File: src/rtl/dispatch_ctrl_pkg.sv
// Shared types for the dispatch stage: uop bundle, routing targets, FSM state codes.
package dispatch_ctrl_pkg;

  // Functional class assigned by decode
  typedef enum logic [2:0] {
    UOP_ALU    = 3'd0,
    UOP_LOAD   = 3'd1,
    UOP_STORE  = 3'd2,
    UOP_BRANCH = 3'd3,
    UOP_JUMP   = 3'd4,
    UOP_MISC   = 3'd5
  } uop_class_t;

  // Opcode value decode uses to flag an undecodable instruction
  localparam logic [7:0] OP_ILLEGAL = 8'hFF;

  typedef struct packed {
    logic [31:0] pc;
    uop_class_t  uop_class;
    logic [7:0]  op;
    logic [4:0]  rd;
    logic [4:0]  rs1;
    logic [4:0]  rs2;
  } decoded_bundle_t;

  typedef enum logic [1:0] {
    DT_ALU = 2'd0,
    DT_LSU = 2'd1,
    DT_BRU = 2'd2
  } disp_target_t;

  // FSM state codes kept as plain constants so older tools/scripts can match them
  typedef logic [1:0] disp_state_t;
  localparam disp_state_t DS_RUN   = 2'd0;
  localparam disp_state_t DS_DRAIN = 2'd1;
  localparam disp_state_t DS_TRAP  = 2'd2;
  localparam disp_state_t DS_HALT  = 2'd3;

  // Uops that never enter the backend: they take the precise-trap path
  function automatic logic is_trap_uop(input decoded_bundle_t b);
    return (b.uop_class == UOP_MISC) || (b.op == OP_ILLEGAL);
  endfunction

  // Reservation station a normal uop is sent to
  function automatic disp_target_t route_target(input uop_class_t c);
    disp_target_t t;
    case (c)
      UOP_LOAD, UOP_STORE:  t = DT_LSU;
      UOP_BRANCH, UOP_JUMP: t = DT_BRU;
      default:              t = DT_ALU;
    endcase
    return t;
  endfunction

endpackage

File: src/rtl/dispatch_ctrl_credit_counter.sv
// Saturating credit counter for one reservation station.
// Starts full; a dispatch consumes a slot, an issue returns one, a flush refills.
module credit_counter #(
  parameter int MAX = 8,
  parameter int CW  = $clog2(MAX + 1)
) (
  input  logic          clk,
  input  logic          rst_n,
  input  logic          i_flush,
  input  logic          i_inc,
  input  logic          i_dec,
  output logic [CW-1:0] o_count,
  output logic          o_nonzero
);

  localparam logic [CW-1:0] C_MAX = CW'(MAX);

  logic [CW-1:0] r_count;

  // Credit update: flush wins, simultaneous inc/dec cancel, ends saturate
  always_ff @(posedge clk or negedge rst_n) begin
    if (!rst_n) begin
      r_count <= C_MAX;
    end else if (i_flush) begin
      r_count <= C_MAX;
    end else if (i_inc && !i_dec) begin
      if (r_count != C_MAX) r_count <= r_count + 1'b1;
    end else if (i_dec && !i_inc) begin
      if (r_count != '0) r_count <= r_count - 1'b1;
    end
  end

  assign o_count   = r_count;
  assign o_nonzero = (r_count != '0);

  // A return with every slot already free means the RS and dispatch disagree
  a_no_overflow_ret: assert property (@(posedge clk) disable iff (!rst_n)
    !(i_inc && !i_dec && !i_flush && r_count == C_MAX));

endmodule

File: src/rtl/dispatch_ctrl.sv
// Dispatch controller: allocates ROB slots, routes uops to ALU/LSU/BRU RS,
// throttles on RS credits and ROB occupancy, and turns illegal/MISC uops
// into a precise trap once all older uops have retired.
module dispatch_ctrl
  import dispatch_ctrl_pkg::*;
#(
  parameter int ROB_DEPTH   = 16,
  parameter int ALU_CREDITS = 8,
  parameter int LSU_CREDITS = 8,
  parameter int BRU_CREDITS = 4,
  parameter int RIW         = $clog2(ROB_DEPTH)
) (
  input  logic            clk,
  input  logic            rst_n,
  input  logic            redirect_valid,
  input  logic            decode_valid,
  output logic            decode_ready,
  input  decoded_bundle_t decoded_bundle_fields,
  output logic            disp_valid,
  output disp_target_t    disp_target,
  output decoded_bundle_t disp_bundle,
  output logic [RIW-1:0]  disp_rob_idx,
  input  logic            alu_credit_ret,
  input  logic            lsu_credit_ret,
  input  logic            bru_credit_ret,
  input  logic            commit_valid,
  output logic            trap_valid,
  output logic [31:0]     trap_pc
);

  localparam logic [RIW:0] ROB_FULL = (RIW + 1)'(ROB_DEPTH);
  localparam int ACW = $clog2(ALU_CREDITS + 1);
  localparam int LCW = $clog2(LSU_CREDITS + 1);
  localparam int BCW = $clog2(BRU_CREDITS + 1);

  disp_state_t     r_state, w_state_next;
  logic [RIW-1:0]  r_rob_head, r_rob_tail;
  logic [RIW:0]    r_rob_count, w_rob_count_next;
  logic            r_disp_valid;
  disp_target_t    r_disp_target;
  decoded_bundle_t r_disp_bundle;
  logic [RIW-1:0]  r_disp_rob_idx;
  logic [31:0]     r_trap_pc;

  logic            w_is_trap;
  disp_target_t    w_target;
  logic            w_credit_ok;
  logic            w_rob_space;
  logic            w_fire, w_alloc, w_trap_fire, w_commit;
  logic            w_alu_nz, w_lsu_nz, w_bru_nz;
  logic [ACW-1:0]  w_alu_count;
  logic [LCW-1:0]  w_lsu_count;
  logic [BCW-1:0]  w_bru_count;

  // ---------------- routing and accept decision ----------------
  assign w_is_trap   = is_trap_uop(decoded_bundle_fields);
  assign w_target    = route_target(decoded_bundle_fields.uop_class);
  assign w_rob_space = (r_rob_count < ROB_FULL);

  // Credit availability for the RS this uop would go to
  always_comb begin
    w_credit_ok = 1'b0;
    case (w_target)
      DT_LSU:  w_credit_ok = w_lsu_nz;
      DT_BRU:  w_credit_ok = w_bru_nz;
      default: w_credit_ok = w_alu_nz;
    endcase
  end

  // Trap-path uops only need the pipe to be running; normal uops need ROB space and a credit
  assign decode_ready = (r_state == DS_RUN) && !redirect_valid &&
                        (w_is_trap || (w_rob_space && w_credit_ok));

  assign w_fire      = decode_valid && decode_ready;
  assign w_alloc     = w_fire && !w_is_trap;
  assign w_trap_fire = w_fire && w_is_trap;
  // A retire against an empty ROB is dropped; a flush swallows it too
  assign w_commit    = commit_valid && !redirect_valid && (r_rob_count != '0);

  // ---------------- reservation-station credits ----------------
  credit_counter #(.MAX(ALU_CREDITS)) u_alu_credits (
    .clk       (clk),
    .rst_n     (rst_n),
    .i_flush   (redirect_valid),
    .i_inc     (alu_credit_ret && !redirect_valid),
    .i_dec     (w_alloc && (w_target == DT_ALU)),
    .o_count   (w_alu_count),
    .o_nonzero (w_alu_nz)
  );

  credit_counter #(.MAX(LSU_CREDITS)) u_lsu_credits (
    .clk       (clk),
    .rst_n     (rst_n),
    .i_flush   (redirect_valid),
    .i_inc     (lsu_credit_ret && !redirect_valid),
    .i_dec     (w_alloc && (w_target == DT_LSU)),
    .o_count   (w_lsu_count),
    .o_nonzero (w_lsu_nz)
  );

  credit_counter #(.MAX(BRU_CREDITS)) u_bru_credits (
    .clk       (clk),
    .rst_n     (rst_n),
    .i_flush   (redirect_valid),
    .i_inc     (bru_credit_ret && !redirect_valid),
    .i_dec     (w_alloc && (w_target == DT_BRU)),
    .o_count   (w_bru_count),
    .o_nonzero (w_bru_nz)
  );

  // ---------------- ROB pointer bookkeeping ----------------
  // Next occupancy: alloc and commit in the same cycle cancel
  always_comb begin
    w_rob_count_next = r_rob_count;
    if (redirect_valid) begin
      w_rob_count_next = '0;
    end else begin
      case ({w_alloc, w_commit})
        2'b10:   w_rob_count_next = r_rob_count + 1'b1;
        2'b01:   w_rob_count_next = r_rob_count - 1'b1;
        default: w_rob_count_next = r_rob_count;
      endcase
    end
  end

  // Head/tail advance with natural wrap at ROB_DEPTH; flush empties the ROB
  always_ff @(posedge clk or negedge rst_n) begin
    if (!rst_n) begin
      r_rob_head  <= '0;
      r_rob_tail  <= '0;
      r_rob_count <= '0;
    end else if (redirect_valid) begin
      r_rob_head  <= '0;
      r_rob_tail  <= '0;
      r_rob_count <= '0;
    end else begin
      if (w_alloc)  r_rob_tail <= r_rob_tail + 1'b1;
      if (w_commit) r_rob_head <= r_rob_head + 1'b1;
      r_rob_count <= w_rob_count_next;
    end
  end

  // ---------------- trap sequencing FSM ----------------
  // RUN until a trap uop is taken, wait for older uops to retire, pulse, then halt
  always_comb begin
    w_state_next = r_state;
    if (redirect_valid) begin
      w_state_next = DS_RUN;
    end else begin
      case (r_state)
        DS_RUN:   if (w_trap_fire) w_state_next = DS_DRAIN;
        DS_DRAIN: if (w_rob_count_next == '0) w_state_next = DS_TRAP;
        DS_TRAP:  w_state_next = DS_HALT;
        default:  w_state_next = DS_HALT;
      endcase
    end
  end

  // State register
  always_ff @(posedge clk or negedge rst_n) begin
    if (!rst_n) r_state <= DS_RUN;
    else        r_state <= w_state_next;
  end

  // Capture the pc of the trapping uop; it survives flushes for the handler to read
  always_ff @(posedge clk or negedge rst_n) begin
    if (!rst_n)           r_trap_pc <= '0;
    else if (w_trap_fire) r_trap_pc <= decoded_bundle_fields.pc;
  end

  assign trap_valid = (r_state == DS_TRAP) && !redirect_valid;
  assign trap_pc    = r_trap_pc;

  // ---------------- dispatch output register ----------------
  // One-cycle dispatch pulse; payload holds its last value between pulses
  always_ff @(posedge clk or negedge rst_n) begin
    if (!rst_n) begin
      r_disp_valid   <= 1'b0;
      r_disp_target  <= DT_ALU;
      r_disp_bundle  <= '0;
      r_disp_rob_idx <= '0;
    end else begin
      r_disp_valid <= w_alloc;
      if (w_alloc) begin
        r_disp_target  <= w_target;
        r_disp_bundle  <= decoded_bundle_fields;
        r_disp_rob_idx <= r_rob_tail;
      end
    end
  end

  assign disp_valid   = r_disp_valid;
  assign disp_target  = r_disp_target;
  assign disp_bundle  = r_disp_bundle;
  assign disp_rob_idx = r_disp_rob_idx;

  // ---------------- sanity properties ----------------
  a_commit_nonempty: assert property (@(posedge clk) disable iff (!rst_n)
    !(commit_valid && !redirect_valid && r_rob_count == '0));

  a_count_bound: assert property (@(posedge clk) disable iff (!rst_n)
    (r_rob_count <= ROB_FULL) &&
    (w_alu_count <= ACW'(ALU_CREDITS)) &&
    (w_lsu_count <= LCW'(LSU_CREDITS)) &&
    (w_bru_count <= BCW'(BRU_CREDITS)));

  a_ptr_consistent: assert property (@(posedge clk) disable iff (!rst_n)
    (r_rob_count == ROB_FULL) || (RIW'(r_rob_tail - r_rob_head) == r_rob_count[RIW-1:0]));

endmodule

File: config.mk
export PLATFORM = sky130hd
export DESIGN_NAME = dispatch_ctrl
export DESIGN_NICKNAME = d
export VERILOG_FILES = /design/src/rtl/dispatch_ctrl_pkg.sv /design/src/rtl/dispatch_ctrl_credit_counter.sv /design/src/rtl/dispatch_ctrl.sv
export SDC_FILE = /design/constraint.sdc
export NUM_CORES = 1
export LEC_CHECK = 0
export ABC_AREA = 1
export CORE_MARGIN = 4
export CORE_UTILIZATION = 35
export DETAILED_ROUTE_END_ITERATION = 16
export PLACE_DENSITY = 0.72
export RECOVER_POWER = 100
export SYNTH_ARGS = -nofsm -noshare
export SYNTH_HDL_FRONTEND = slang
export SYNTH_SLANG_ARGS = --single-unit
export TNS_END_PERCENT = 50
File: constraint.sdc
create_clock -name clk -period 7.1 [get_ports clk]
set_clock_uncertainty 0.2 [all_clocks]
set_input_delay 2.13 -clock clk [delete_from_list [all_inputs] [get_ports clk]]
set_output_delay 2.13 -clock clk [all_outputs]
set_load 0.05 [all_outputs]
==> results.ini, run 1 <==
[global_route]
grt_max_degree=96
grt_pass1_wl_microns=22300
antenna_found_initial=0
grt_pass1_vias=4267
overflow=0
grt_usage_pct=16.0

[routing]
wl_microns=13400
ant_nets=0
vias=4436
drc=0
avgRoutedWirePerCell_microns=13.9
viasPerCell=4.59
drtIter0Drc=224
first_pass_iters=5

[die]
core_area_sq_um=14800
dieArea_sq_um=17400
row_count=44
chipWidth_microns=132
start_util_pct=36.4
io_pins=165
die_h_microns=132

[synth]
ys_ff_latch=119
synth_cell_types=40
synth_seq_area_share_pct=55.6
yosysWarnings=0
syn_area_sq_um=5370
synth_edf_count=0
synthCells=605
synthFlopType=dfrtp_1
synthArstFlopShare_pct=100
syn_nets=688
syn_avg_cell_area_sq_um=8.87

[layout]
multiInputGateArea_sq_um=1940
final_cell_mix=195 x nand2_1, 116 x dfrtp_1, 99 x dlygate4sd3_1, 81 x o21ai_0, 72 x inv_1
final_util_pct=52.2
drive_gt1_share_pct=7.03
ff_latch_area_sq_um=2980
fin_area_sq_um=7700
area_delta_synth_final_pct=43.6
layout.nets=853
layout_commonest_cell=nand2_1
insertedDiodeCount=0
nFillCells=1355

[job]
drv_cap=3

[clock_network]
h-tree-depth=4
cts_root_buf=clkbuf_16
cts_sinks=119
numCtsBuffers=17
cts.repair.resized=0
clock_path_buffers=2
ctsHoldBuffers=0
cts_tree=built
postCtsSetupRepairBufs=0
clkTransAtPathRegs_ns=0.05
clk_latency_ns=0.41

[sta]
fin_tns_setup_ns=0
rsz0062_at_grt=no
hold_viol=0
finalCritPeriodShare_pct=91.9
setup-violations-final=0
setup_slack_ns=0.578
drv_slew=201
layout_min_cycle_time_ns=6.52
hold_ws_ns=0.272
worst_pin_slew_ns=2.58
fmax_ghz=0.153
max-slew-margin-rel_pct=-71.8

[placed_design]
place_hpwl_microns=9460
dpl-instance-area_sq_um=7150
place_ws_ns=0.672
place_congestion=0.841
portBuffers=164

[worst_setup_path]
regToRegSetupSlack_ns=3.45
critical_path.endpoint=decode_ready
critPathMaxFanout=5
required_ns=4.77
path_class=in2out
startpoint=decoded_bundle_fields[23]
reg2reg_depth=9
worstReg2RegStart=u_alu_credits.o_count[1]$_DFFE_PN0P_
cp-start-kind=input port
worstSetupEndpointType=output port
r2r-end=trap_pc[10]$_DFFE_PN0P_
crit_arrival_ns=4.19

[power_and_ir_drop]
pwr-share-seq_pct=28.5
p_switching_w=0.00191
p_per_area_nw_per_um2=526
p_comb_share_pct=50.2
irDropWorstVdd_mv=0.250
pwr-share-clk_pct=21.3
p_sw_share_pct=47.1
p_leak_nw=3.92
p_int_w=0.00214

[min_path]
min_path_type=reg2reg
hp-start=disp_bundle[15]$_DFFE_PN0N_

[outcome]
status=finished with violations
failed_checks=max-capacitance violations, max-slew violations

layer usage:
layer,vias to the layer above,wire [microns],track usage [%]
met3,18,613,4.43
met2,120,6470,25.4
met4,0,188,6.18
met1,2037,6120,20.9
met5,-,0,0
li1,2261,-,-
synthesized netlist by cell type, types with 2 or more instances:
master    number  share of area [%]
inv_2          5               0.35
buf_6          5                1.0
fa_1           4                1.5
nor2_2         4               0.47
dfstp_2        3                1.5
ha_1          13                3.0
nor2_1        16                1.1
o21ai_1       30                2.8
dfrtp_1      116                 54
o31ai_1        2               0.28
a31oi_1        3               0.35
nand3b_1       3               0.42
inv_1         69                4.8
or2_2          4               0.47
xor2_1         2               0.33
buf_2          9               0.84
nand2_2        3               0.35
a21oi_1       12                1.1
nand3_1       19                1.8
nand2_1      193                 14
nor3_1         5               0.47
nor4_1         2               0.23
clkbuf_1       9               0.63
o21ai_0       58                5.4
power groups by stage:
stage,combinational (W),clock [W],sequential (W)
2_1_floorplan,0.000473,0,0.00210
3_5_place_dp,0.00216,0,0.00117
3_3_place_gp,0.00214,0,0.00117
5_1_grt,0.00217,0.000911,0.00120
6_report,0.00203,0.000862,0.00116
4_1_cts,0.00216,0.000883,0.00117
final cells by class:
type | count | share of cell area [%]
Sequential cell | 119 | 38.7
Tap cell | 184 | 2.99
Timing Repair Buffer | 170 | 21.8
Clock buffer | 19 | 5.75
Clock inverter | 12 | 1.97
Inverter | 75 | 3.65
Multi-Input combinational cell | 387 | 25.1
sequential cells by signal, indices dropped and copies added, names as in the netlist:
register,count
disp_bundle,58
trap_pc,32
r_rob_count,5
disp_rob_idx,4
r_rob_tail,4
u_alu_credits.o_count,4
u_lsu_credits.o_count,4
u_bru_credits.o_count,3
disp_target,2
r_state,2
disp_valid,1
worst min-delay path by stage:
stage / to / slack [ns] / depth (start not counted)
3_3_place_gp: disp_bundle[12]$_DFFE_PN0N_ / 0.26 / 2
5_1_grt: disp_bundle[30]$_DFFE_PN0N_ / 0.30 / 2
4_1_cts: disp_bundle[14]$_DFFE_PN0N_ / 0.28 / 2
6_report: disp_bundle[15]$_DFFE_PN0N_ / 0.27 / 2
3_5_place_dp: disp_bundle[15]$_DFFE_PN0N_ / 0.27 / 2
2_1_floorplan: u_bru_credits.o_count[2]$_DFFE_PN1P_ / 0.26 / 2
through the flow:
| step | cells | power, W |
|---|---|---|
| 2_1_floorplan | 605 | 0.00257 |
| 3_3_place_gp | 935 | 0.00330 |
| 3_5_place_dp | 935 | 0.00333 |
| 4_1_cts | 966 | 0.00422 |
| 5_1_grt | 966 | 0.00428 |
| 6_report | 966 | 0.00405 |
cell families (layout without fill, tap and decap cells):
group | after synthesis | count (layout) | share of synthesized area, %
AO/OA/AOI/OAI | 115 | 115 | 11.9
buffers and inverters | 99 | 276 | 7.91
AND/OR/NAND/NOR | 253 | 253 | 19.8
adder cells (fa/ha/maj) | 17 | 17 | 4.52
flip-flops | 119 | 119 | 55.6
XOR/XNOR | 2 | 2 | 0.327
worst max-delay path, stage by stage:
cell           delay [ns]
dlygate4sd3_1        0.60
nor2_1               0.08
o21ai_0              0.45
ha_1                 0.35
nand3b_1             0.16
nand2_1              0.06
inv_1                0.04
nand2_1              0.08
a21boi_2             0.08
buf_12               0.16
No activity file was read; power rests on OpenSTA's default activity.
==> run 2: changes to the inputs <==
- CORE_MARGIN: 4 -> 8
==> run 2 against run 1 <==
The run still ends with max-capacitance violations, max-slew violations left. Total power rose by 2.9%. Cell count rose by 0.62%. Clock power is 12% higher. Die area up 13%. Non-clock buffer count up 1. Cell area is 1.0% higher. First-iteration DRC count up 1.8%. Clock-buffer cell count up 4. Utilization fell by 0.64 points. Wire length increased by 7.8%. Flip-flop and latch count unchanged. Critical path type unchanged. Critical endpoint unchanged. Largest cell class unchanged. Largest power group unchanged.
==> results.ini, run 2 (same netlist as run 1, synthesis figures left out) <==
[outcome]
status=finished with violations
failed_checks=max-capacitance violations, max-slew violations

[sta]
setup_slack_ns=0.429
rsz0062_at_grt=no
max-slew-margin-rel_pct=-170
hold_viol=0
layout_min_cycle_time_ns=6.67
drv_slew=76
finalCritPeriodShare_pct=94.0
fin_tns_setup_ns=0
worst_pin_slew_ns=4.05
fmax_ghz=0.150
setup-violations-final=0

[layout]
final_util_pct=51.6
largest_reg_flops=58
layout.nets=854
nFillCells=1362
stdcell_count=972
final_cell_mix=195 x nand2_1, 116 x dfrtp_1, 99 x dlygate4sd3_1, 85 x o21ai_0, 72 x inv_1
area_delta_synth_final_pct=45.1
drive_gt1_share_pct=6.76
layout_commonest_cell=nand2_1
insertedDiodeCount=0

[power_and_ir_drop]
p_sw_share_pct=45.8
p_leak_nw=3.97
p_comb_share_pct=49.1
irDropWorstVdd_mv=0.179
pwr-share-clk_pct=23.2
p_per_area_nw_per_um2=535
pwr-share-seq_pct=27.6
total_power_w=0.00417
p_switching_w=0.00191
p_int_w=0.00226

[min_path]
worstHoldEndpoint=disp_bundle[16]$_DFFE_PN0N_
hp-start=disp_bundle[16]$_DFFE_PN0N_
hold-path-cell-count=2
min_path_type=reg2reg

[worst_setup_path]
path_cells=dlygate4sd3_1 -> nor2_1 -> o21ai_0 -> ha_1 -> nand3_1 -> nand2_1 -> a21boi_0 -> buf_12
cp.buffers_inverters=2
path_class=in2out
regToRegSetupSlack_ns=3.61
r2r-end=u_lsu_credits.o_count[3]$_DFFE_PN1P_
crit_arrival_ns=4.34
worstSetupEndpointType=output port
reg2reg_depth=14
slowest_stage=dlygate4sd3_1
worstReg2RegStart=u_bru_credits.o_count[2]$_DFFE_PN1P_
required_ns=4.77
crit_family=compound AO/OA/AOI/OAI gates
startpoint=decoded_bundle_fields[24]
slowest_delay_ns=0.60
cp-start-kind=input port
critPathMaxFanout=5

[routing]
drc=0
viasPerCell=4.65
drtIter0Drc=228
first_pass_iters=4
avgRoutedWirePerCell_microns=14.8
ant_nets=0
wl_microns=14400
vias=4518

[placed_design]
place_ws_ns=0.602
place_congestion=0.822
portBuffers=164
place_hpwl_microns=10300
dp_cells=940

[die]
die_h_microns=140
core_area_sq_um=15100
start_util_pct=35.6
dieArea_sq_um=19500
io_pins=165
chipWidth_microns=140
row_count=45

[global_route]
grt_pass1_wl_microns=23400
overflow=0
grt_usage_pct=15.0
antenna_found_initial=0
grt_pass1_vias=4419
grt_max_degree=76

[clock_network]
clock_path_buffers=2
h-tree-depth=4
cts_root_buf=clkbuf_16
numCtsBuffers=17
cts.repair.resized=0
clk_latency_ns=0.41
ctsHoldBuffers=0
clkTransAtPathRegs_ns=0.05
postCtsSetupRepairBufs=0
cts_sinks=119
cts_tree=built

[job]
drv_cap=1

## run 2: per-layer routing
metal / vias to the layer above / GRT usage [%] / routed length (microns)
met4: 0 / 6.51 / 214
met5: - / 0 / 0
li1: 2265 / - / -
met3: 16 / 4.21 / 712
met2: 110 / 25.0 / 7170
met1: 2127 / 17.8 / 6340
## run 2: power groups by stage
stage          Sequential (W)  Combinational [W]  Clock (W)
6_report              0.00115            0.00205   0.000968
5_1_grt               0.00119            0.00219    0.00103
4_1_cts               0.00117            0.00218   0.000990
3_5_place_dp          0.00117            0.00218          0
3_3_place_gp          0.00116            0.00215          0
2_1_floorplan         0.00210           0.000473          0
## run 2: worst max-delay path by stage
stage | end | slack [ns] | depth (start not counted)
2_1_floorplan | decode_ready | 1.25 | 6
6_report | decode_ready | 0.43 | 8
3_5_place_dp | decode_ready | 0.60 | 10
3_3_place_gp | decode_ready | 0.70 | 10
5_1_grt | decode_ready | 0.24 | 9
4_1_cts | decode_ready | 0.65 | 10
## run 2: layout make-up
type / instances / area [sq um] / area share [%]
sequential: 119 / 2980 / 38.3
multi-input combinational: 387 / 1930 / 24.8
timing repair buffer: 171 / 1690 / 21.7
clock buffer: 23 / 468 / 6.01
inverter: 75 / 282 / 3.62
tap: 188 / 235 / 3.02
clock inverter: 9 / 195 / 2.51
## run 2: worst min-delay path: cells and delay by family, from the launching register on
| kind | cells | cell delay, ns |
|---|---|---|
| AND/OR/NAND/NOR | 2 | 0.11 |
| flip-flops | 1 | 0.33 |
## run 2: metrics by stage
stage	hold WS (ns)	instance area, sq um
2_1_floorplan	0.256	5370
3_3_place_gp	0.262	7160
3_5_place_dp	0.265	7160
4_1_cts	0.280	7820
5_1_grt	0.294	7780
6_report	0.270	7780
==> run 3: changes to the inputs <==
- clock period: 7.1 -> 6.65 ns (I/O delays scaled with it)
==> run 3 against run 2 <==
The run still ends with max-capacitance violations, max-slew violations left. Combinational power rose by 6%. Die area did not move. Cell count fell by 0.31%. Global-route usage rose by 0.22 points. Cell area fell by 1.4%. Total power rose by 3.3%. Critical path type unchanged.
==> results.ini, run 3 (same netlist as run 1, synthesis figures left out) <==
[worst_setup_path]
crit_arrival_ns=4.09
worstSetupEndpointType=output port
regToRegSetupSlack_ns=3.14
critPathMaxFanout=5
crit_family=buffers and inverters
path_cells=dlygate4sd3_1 -> nor2_1 -> o21ai_0 -> ha_1 -> nand3b_1 -> nand2_1 -> inv_1 -> nand2_1 -> a21boi_2 -> buf_12
path_depth=10
reg2reg_depth=12
slowest_stage=dlygate4sd3_1
cp-start-kind=input port
cpMostUsedCell=nand2_1
path_class=in2out
cp.buffers_inverters=3
slowest_delay_ns=0.60
required_ns=4.45

[die]
io_pins=165
row_count=45
start_util_pct=35.6
chipWidth_microns=140
core_area_sq_um=15100
die_h_microns=140
dieArea_sq_um=19500

[global_route]
grt_pass1_wl_microns=23700
grt_usage_pct=15.2
overflow=0
grt_max_degree=108
antenna_found_initial=0
grt_pass1_vias=4480

[sta]
fmax_ghz=0.159
worst_pin_slew_ns=2.39
setup-violations-final=0
hold_viol=0
rsz0062_at_grt=no
drv_slew=154
max-slew-margin-rel_pct=-59.4
hold_ws_ns=0.269
fin_tns_setup_ns=0
layout_min_cycle_time_ns=6.29
finalCritPeriodShare_pct=94.5

[layout]
layout_commonest_cell=nand2_1
largest_reg_flops=58
insertedDiodeCount=0
drive_gt1_share_pct=6.79
area_delta_synth_final_pct=43.0
layout.nets=853
final_cell_mix=195 x nand2_1, 116 x dfrtp_1, 99 x dlygate4sd3_1, 83 x o21ai_0, 69 x inv_1
nFillCells=1425

[power_and_ir_drop]
p_switching_w=0.00204
p_leak_nw=3.90
p_comb_share_pct=50.7
p_sw_share_pct=47.3
p_per_area_nw_per_um2=561
irDropWorstVdd_mv=0.193
p_int_w=0.00227
pwr-share-seq_pct=28.7
pwr-share-clk_pct=20.6

[clock_network]
clkTransAtPathRegs_ns=0.05
clock_path_buffers=2
cts_root_buf=clkbuf_16
ctsHoldBuffers=0
postCtsSetupRepairBufs=0
h-tree-depth=4
clk_latency_ns=0.41
cts_tree=built
cts.repair.resized=0
cts_sinks=119
numCtsBuffers=17

[outcome]
failed_checks=max-capacitance violations, max-slew violations
status=finished with violations

[routing]
drc=0
avgRoutedWirePerCell_microns=14.8
first_pass_iters=4
vias=4487
drtIter0Drc=310
viasPerCell=4.63
ant_nets=0
wl_microns=14400

[placed_design]
place_hpwl_microns=10400
place_congestion=0.788
portBuffers=164

[min_path]
min_path_type=reg2reg
hold-path-cell-count=2

[job]
drv_cap=2

[run 3: cell count changes in the layout (fill, tap and decap cells not counted), sizes merged]
| cell | change |
|---|---|
| bufinv | -4 |
| buf | -1 |
| clkinvlp | +2 |
| clkinv | +3 |
| clkbuf | -1 |
| inv | -2 |
[run 3: worst paths after layout]
check,to,start
max in group asynchronous,disp_bundle[10]$_DFFE_PN0N_,rst_n
min reg2reg,disp_bundle[12]$_DFFE_PN0N_,disp_bundle[12]$_DFFE_PN0N_
min,disp_bundle[12]$_DFFE_PN0N_,disp_bundle[12]$_DFFE_PN0N_
min in group asynchronous,disp_bundle[38]$_DFFE_PN0N_,rst_n
max reg2reg,r_rob_tail[3]$_DFFE_PN0P_,u_lsu_credits.o_count[1]$_DFFE_PN0P_
max,decode_ready,decoded_bundle_fields[23]
[run 3: final cells by class]
| type | count | area, sq um | area share [%] |
|---|---|---|---|
| clock inverters | 8 | 98.8 | 1.29 |
| inverters | 75 | 282 | 3.67 |
| repair buffers | 170 | 1680 | 21.9 |
| clock buffers | 22 | 474 | 6.18 |
| flip-flops and latches | 119 | 2980 | 38.9 |
| multi-input cells | 387 | 1920 | 25.0 |
| well taps | 188 | 235 | 3.07 |
[run 3: stage by stage]
step / total power, W / cells / utilization (%) / instance area, sq um / setup slack [ns]
2_1_floorplan: 0.00275 / 605 / - / 5370 / 1.07
4_1_cts: 0.00449 / 969 / 51.2 / 7720 / 0.436
3_3_place_gp: 0.00354 / 939 / 47.4 / 7150 / 0.528
5_1_grt: 0.00457 / 969 / 50.9 / 7670 / 0.144
6_report: 0.00430 / 969 / 50.9 / 7670 / 0.364
3_5_place_dp: 0.00358 / 939 / 47.4 / 7150 / 0.438
[run 3: power groups by stage]
stage / logic [W] / clock network (W) / registers [W]
final: 0.00218 / 0.000888 / 0.00123
after global routing: 0.00234 / 0.000943 / 0.00128
after CTS: 0.00233 / 0.000912 / 0.00125
after detailed placement: 0.00233 / 0 / 0.00125
after global placement: 0.00230 / 0 / 0.00124
after floorplan: 0.000505 / 0 / 0.00224
[run 3: worst reg2reg max path: stages (launching register included)]
cell,delay (ns)
dfrtp_1,0.43
nor2_2,0.15
nand2_1,0.08
nand2_1,0.08
nand3_1,0.07
nand2_1,0.10
clkinv_1,0.07
nand4_1,0.26
buf_2,1.30
nor2_1,0.33
inv_1,0.19
nor4_1,0.06
nor3_1,0.12
[run 3: metal layers]
layer,GRT usage [%],wire length (microns),vias to the layer above
li1,-,-,2255
met1,18.7,6360,2100
met2,25.1,7100,111
met3,3.90,668,21
met4,6.11,235,0
met5,0,0,-
